==> config.mk <==
export PLATFORM = sky130hd
export DESIGN_NAME = mem_access_stage_p
export DESIGN_NICKNAME = d
export VERILOG_FILES = /design/src/rtl/mem_access_stage_p.sv
export SDC_FILE = /design/constraint.sdc
export NUM_CORES = 1
export LEC_CHECK = 0
export CORE_AREA = 2 2 192 194
export CTS_CLUSTER_DIAMETER = 150
export DETAILED_ROUTE_END_ITERATION = 8
export DIE_AREA = 0 0 194 196
export PLACE_DENSITY = 0.57
export SLEW_MARGIN = 20
export SYNTH_ARGS = -nofsm -noshare
export SYNTH_HDL_FRONTEND = slang
export SYNTH_SLANG_ARGS = --single-unit
==> constraint.sdc <==
create_clock -name inClk -period 2 [get_ports inClk]
set_input_delay 0.3 -clock inClk [delete_from_list [all_inputs] [get_ports inClk]]
set_output_delay 0.3 -clock inClk [all_outputs]
set_load 0.01 [all_outputs]
==> src/rtl/mem_access_stage_p.sv <==
// ---------------------------------------------------------------------------
// mem_access_stage_p
//
// Memory-access (MA) pipeline stage for VCPU-32. It takes one instruction
// bundle per cycle from EX and performs at most one data-memory load or store
// per bundle over a req/ack interface. The completed bundle is then held in
// output registers for WB.
//
// Handshakes:
//   EX side  : inValid / outReady. outReady depends only on the state and on
//              inReady, so there is no combinational path from inValid.
//   WB side  : outValid / inReady. The held bundle stays stable while WB
//              stalls.
//   Memory   : outMemReq is held, with constant address, direction and data,
//              until a single-cycle inMemAck arrives or the wait counter
//              times out. A timeout completes the bundle with outTrap = 1.
//
// Parameters:
//   WORD_LENGTH    width of the instruction, PSTATE, operand and data words
//   ADR_LENGTH     memory address width, taken from the LSBs of inX
//   TIMEOUT_CYCLES maximum number of request cycles without an ack (>= 1)
//
// Optional feature (compile-time macro ALIGN_CHECK_EN):
//   When this macro is defined, a load or store whose inX[1:0] is not zero
//   issues no memory request. The bundle completes in one cycle with
//   outTrap = 1. When the macro is undefined, no alignment check is made.
//
// Ports:
//   inClk, inRst            clock, synchronous active-high reset
//   inValid, outReady       EX-side handshake
//   inIsLoad, inIsStore     decode flags (both set is treated as a load)
//   inPstate0/1, inInstr,
//   inA, inB, inX           incoming bundle (inB = store data, inX = address)
//   outMemReq, outMemWr,
//   outMemAdr, outMemData   memory request side
//   inMemAck, inMemData     memory completion and read data
//   outValid, inReady       WB-side handshake
//   outPstate0/1, outI,
//   outA, outB, outX        registered bundle (outX = load data for loads)
//   outTrap                 bundle finished with a memory timeout/alignment trap
// ---------------------------------------------------------------------------
module mem_access_stage_p #(
  parameter int WORD_LENGTH    = 32,
  parameter int ADR_LENGTH     = 32,
  parameter int TIMEOUT_CYCLES = 15
) (
  input  logic                   inClk,
  input  logic                   inRst,

  input  logic                   inValid,
  output logic                   outReady,
  input  logic                   inIsLoad,
  input  logic                   inIsStore,
  input  logic [WORD_LENGTH-1:0] inPstate0,
  input  logic [WORD_LENGTH-1:0] inPstate1,
  input  logic [WORD_LENGTH-1:0] inInstr,
  input  logic [WORD_LENGTH-1:0] inA,
  input  logic [WORD_LENGTH-1:0] inB,
  input  logic [WORD_LENGTH-1:0] inX,

  output logic                   outMemReq,
  output logic                   outMemWr,
  output logic [ADR_LENGTH-1:0]  outMemAdr,
  output logic [WORD_LENGTH-1:0] outMemData,
  input  logic                   inMemAck,
  input  logic [WORD_LENGTH-1:0] inMemData,

  output logic                   outValid,
  input  logic                   inReady,
  output logic [WORD_LENGTH-1:0] outPstate0,
  output logic [WORD_LENGTH-1:0] outPstate1,
  output logic [WORD_LENGTH-1:0] outI,
  output logic [WORD_LENGTH-1:0] outA,
  output logic [WORD_LENGTH-1:0] outB,
  output logic [WORD_LENGTH-1:0] outX,
  output logic                   outTrap
);

  // The wait counter is sized to hold TIMEOUT_CYCLES. The timeout fires on
  // the last allowed request cycle, when the count is TIMEOUT_CYCLES-1, so
  // the request is held for exactly TIMEOUT_CYCLES cycles.
  localparam int                CNT_W    = $clog2(TIMEOUT_CYCLES + 1);
  localparam logic [CNT_W-1:0]  CNT_LAST = CNT_W'(TIMEOUT_CYCLES - 1);

  typedef enum logic [1:0] {
    ST_IDLE = 2'd0,  // no bundle held
    ST_MEM  = 2'd1,  // memory request outstanding
    ST_FULL = 2'd2   // completed bundle presented to WB
  } state_e;

  state_e                   state_q,   state_d;
  logic [CNT_W-1:0]         cnt_q,     cnt_d;
  logic                     wr_q,      wr_d;
  logic                     trap_q,    trap_d;
  logic [WORD_LENGTH-1:0]   pstate0_q, pstate0_d;
  logic [WORD_LENGTH-1:0]   pstate1_q, pstate1_d;
  logic [WORD_LENGTH-1:0]   instr_q,   instr_d;
  logic [WORD_LENGTH-1:0]   a_q,       a_d;
  logic [WORD_LENGTH-1:0]   b_q,       b_d;
  logic [WORD_LENGTH-1:0]   x_q,       x_d;

  logic ready;
  logic accept;
  logic is_mem;
  logic misaligned;
  logic start_mem;

  // The stage can take a new bundle when it is empty, or when the held
  // bundle leaves for WB this very cycle. Nothing is accepted while a memory
  // operation is outstanding.
  assign ready  = (state_q == ST_IDLE) || ((state_q == ST_FULL) && inReady);
  assign accept = inValid && ready;
  assign is_mem = inIsLoad || inIsStore;

`ifdef ALIGN_CHECK_EN
  assign misaligned = (inX[1:0] != 2'b00);
`else
  assign misaligned = 1'b0;
`endif

  // A misaligned access never reaches memory. It completes at once with a trap.
  assign start_mem = is_mem && !misaligned;

  // -------------------------------------------------------------------------
  // Next-state logic
  // -------------------------------------------------------------------------
  always_comb begin
    // NOTE: every signal written here gets a default first; a path that leaves
    // one unassigned would infer a latch.
    state_d   = state_q;
    cnt_d     = cnt_q;
    wr_d      = wr_q;
    trap_d    = trap_q;
    pstate0_d = pstate0_q;
    pstate1_d = pstate1_q;
    instr_d   = instr_q;
    a_d       = a_q;
    b_d       = b_q;
    x_d       = x_q;

    case (state_q)
      ST_MEM: begin
        if (inMemAck) begin
          // An ack wins over a timeout in the same cycle.
          state_d = ST_FULL;
          trap_d  = 1'b0;
          if (!wr_q) begin
            x_d = inMemData;
          end
        end else if (cnt_q == CNT_LAST) begin
          // The request is abandoned. outX keeps the captured address.
          state_d = ST_FULL;
          trap_d  = 1'b1;
        end else begin
          cnt_d = cnt_q + CNT_W'(1);
        end
      end

      ST_IDLE, ST_FULL: begin
        if (accept) begin
          pstate0_d = inPstate0;
          pstate1_d = inPstate1;
          instr_d   = inInstr;
          a_d       = inA;
          b_d       = inB;
          x_d       = inX;
          trap_d    = 1'b0;
          if (start_mem) begin
            state_d = ST_MEM;
            cnt_d   = '0;
            // If both decode flags are set (an illegal combination), the
            // bundle is treated as a load.
            wr_d    = inIsStore && !inIsLoad;
          end else begin
            state_d = ST_FULL;
            trap_d  = is_mem && misaligned;
          end
        end else if ((state_q == ST_FULL) && inReady) begin
          state_d = ST_IDLE;
          trap_d  = 1'b0;
        end
      end

      default: begin
        state_d = ST_IDLE;
      end
    endcase
  end

  // -------------------------------------------------------------------------
  // State registers
  // -------------------------------------------------------------------------
  always_ff @(posedge inClk) begin
    // NOTE: state is updated with non-blocking assignments only, so every
    // register samples the values from before the clock edge, whatever the
    // order of the statements.
    if (inRst) begin
      state_q   <= ST_IDLE;
      cnt_q     <= '0;
      wr_q      <= 1'b0;
      trap_q    <= 1'b0;
      pstate0_q <= '0;
      pstate1_q <= '0;
      instr_q   <= '0;
      a_q       <= '0;
      b_q       <= '0;
      x_q       <= '0;
    end else begin
      state_q   <= state_d;
      cnt_q     <= cnt_d;
      wr_q      <= wr_d;
      trap_q    <= trap_d;
      pstate0_q <= pstate0_d;
      pstate1_q <= pstate1_d;
      instr_q   <= instr_d;
      a_q       <= a_d;
      b_q       <= b_d;
      x_q       <= x_d;
    end
  end

  // -------------------------------------------------------------------------
  // Outputs (all decoded from registers)
  // -------------------------------------------------------------------------
  assign outReady   = ready;
  assign outMemReq  = (state_q == ST_MEM);
  assign outMemWr   = (state_q == ST_MEM) && wr_q;
  assign outMemAdr  = x_q[ADR_LENGTH-1:0];
  assign outMemData = b_q;
  assign outValid   = (state_q == ST_FULL);
  assign outTrap    = trap_q;
  assign outPstate0 = pstate0_q;
  assign outPstate1 = pstate1_q;
  assign outI       = instr_q;
  assign outA       = a_q;
  assign outB       = b_q;
  assign outX       = x_q;

endmodule
==> metrics <==
final max-slew violation count 0; status completed; Synth top cells by count dfxtp_1, a21oi_1, nand3_1; Warnings, synthesis 0; vias per inst around 4.7; RSZ-0062 raised after global routing no; cell with the most instances after synthesis dfxtp_1; Hold Vio Cnt, Final 0; WL per Instance 17.05 um; row cnt 70; Placed Area 13570 um2; syn_nets about 1.3k; Routed WL 31.89 mm; Required @ worst endpoint 2.37 ns; final worst-path cycle share 92.14%; Synth area leader dfxtp_1; worst hold path class in2reg; gpl congestion 0.7559; # setup viols final 0; Leakage 5.063 nW; GRT overflow 0; Final Critical Period 1.843 ns; core area 36080 um2; Starting DRT DRC Count 476; Final Cell Area ~14000 um2; total track usage 16.01%; Post-Syn Area 8657 um2; Synth Instances 1026; Fin Clk Skew 0.01367 ns; drt first pass iters 4; CP max FO 29; Die Y-Extent between 150 and 200 um; Nets roughly 1.6k; Worst-path clk slew around 0.08 ns; CTS sink cnt 200; die area about 38000 um2; post-route core utilization 39.41%; CP Launch Type register; Slew headroom between 40% and 50%; FFs w/ async S/R, synth 0%; DIE WIDTH between 150 and 200 um; register area share after synthesis 46.25%; #FFs+latches synth 200; critical setup path kind reg2reg; pin count of the biggest net entering global routing 106; Hold Worst Slack around 0.4 ns; initial antenna violation count 1; vias in the first global route 8590; worst endpoint data arrival time 2.21 ns; Initial Util a little under a quarter; post-route ant nets 0; clk_lat worst skew 0.44 ns; Clock Tree Buf Depth 2; VDD IR-drop max between 0.5 and 0.6 mV; diodes inserted 0; pwr dens 747.4 nW/um2; Worst-Margin Slew 0.7871 ns; CTS tree yes; Port Buf Inserts 491; Max Clk Rate 0.5426 GHz; drt drc 0; Root Driver clkbuf_16; via count 8786; Cell variety after synth 40; Top-Level Pins ~500; first-pass GRT wire length 48.62 mm; ys flop type dfxtp_1; H-tree Lvls 4; Max Cap Viol 0; Worst setup EP type register; synth top area cells dfxtp_1, a21oi_1, nand3_1; layout cells sized above 1 4.633%; top cell type's share of synthesized area 46.25%; hpwl dp between 20 and 25 mm; Avg Cell Area, Syn roughly 8.4 um2; Num CTS Buffers 17; Post-synth EDFFs 0; Syn-to-layout area delta 64.26%
==> through the flow <==
stage	setup TNS [ns]	cells	setup WS (ns)	power (mW)
finish	0	1871	0.1572	10.63
global route	0	1871	0.008172	11.16
CTS	0	1870	0.006634	10.79
detailed placement	-14.01	1838	-0.3987	7.008
global placement	-13.55	1838	-0.4120	6.987
floorplan	0	1026	0.4987	5.609
==> where the power goes <==
group | switching [mW] | leakage (nW) | internal, mW
combinational | 1.05 | 3.11 | 1.40
sequential | 0.179 | 1.64 | 4.27
clock | 1.63 | 0.311 | 2.10
total | 2.86 | 5.06 | 7.77
==> cells in the final DEF (no fill, tap or decap), types with 2 or more instances in the layout <==
cell type and instances:
clkdlybuf4s50_1 486, dfxtp_1 199, nand3_1 163, a21oi_1 163, o21ai_0 160, mux2i_1 35, nor2b_1 34, nor2_1 34
mux2_1 32, clkbuf_16 17, buf_4 13, buf_12 9, nand2b_1 4, inv_6 4, dlygate4sd2_1 4, bufinv_16 3
clkbuf_8 3, inv_1 2, nor2b_4 2, or3b_1 2, ha_1 2, clkinv_2 2
==> routing by layer <==
metal	up-vias	track usage (%)	wire length (um)	share of wire [%]
met4	2	5.612	788	2.5
met5	-	0	11	0.034
li1	4255	-	-	-
met1	4170	19.48	13600	43
met2	316	26.86	15400	48
met3	43	4.762	2093	6.6
==> path summary, 6_finish.rpt <==
path                   start          to  slack, ns  cells past startpoint
setup / recovery  state_q[0]    outI[22]       0.16                      5
hold / removal         inRst  state_q[0]       0.40                      2
setup reg to reg  state_q[0]    outI[22]       0.16                      5
hold reg to reg      outTrap     outTrap       0.47                      2
==> worst max-delay path, stage by stage, from the launching register on <==
cell	delay, ns
dfxtp_2	0.42
buf_4	0.43
nand2b_4	0.30
buf_4	0.31
o21ai_0	0.14
a21oi_1	0.17
==> cells by family (layout without fill, tap and decap cells) <==
| family | count (synthesis) | in the layout | share of synthesized area, % |
|---|---|---|---|
| multiplexers | 67 | 67 | 8.209 |
| buffers and inverters | 172 | 549 | 10.52 |
| AO/OA/AOI/OAI | 335 | 335 | 19.80 |
| flip-flops | 200 | 200 | 46.25 |
| AND/OR/NAND/NOR | 250 | 250 | 14.93 |
| adder cells (fa/ha/maj) | 2 | 2 | 0.2890 |
==> state kept, by name, summed over array words and instances, names as in the netlist <==
name / count
cnt_q: 4
outA: 32
outB: 32
outI: 32
outMemAdr: 32
outPstate0: 32
outPstate1: 32
outTrap: 1
state_q: 2
wr_q: 1
==> cell type report <==
| class | count | area (um2) |
|---|---|---|
| inverters | 3 | 11.26 |
| fillers | 3690 | 21860 |
| flip-flops and latches | 200 | 4005 |
| repair buffers | 514 | 5216 |
| well taps | 468 | 585.6 |
| clock inverters | 11 | 155.1 |
| clock buffers | 21 | 470.5 |
| multi-input cells | 654 | 3776 |
==> timing repair <==
| action | in CTS | in global routing |
|---|---|---|
| resized for setup | 4 | 0 |
| setup endpoints to repair | 4 | 0 |
| buffers inserted | 0 | 0 |
| hold buffers | 0 | 0 |
Power figures use the tool's default switching activity.
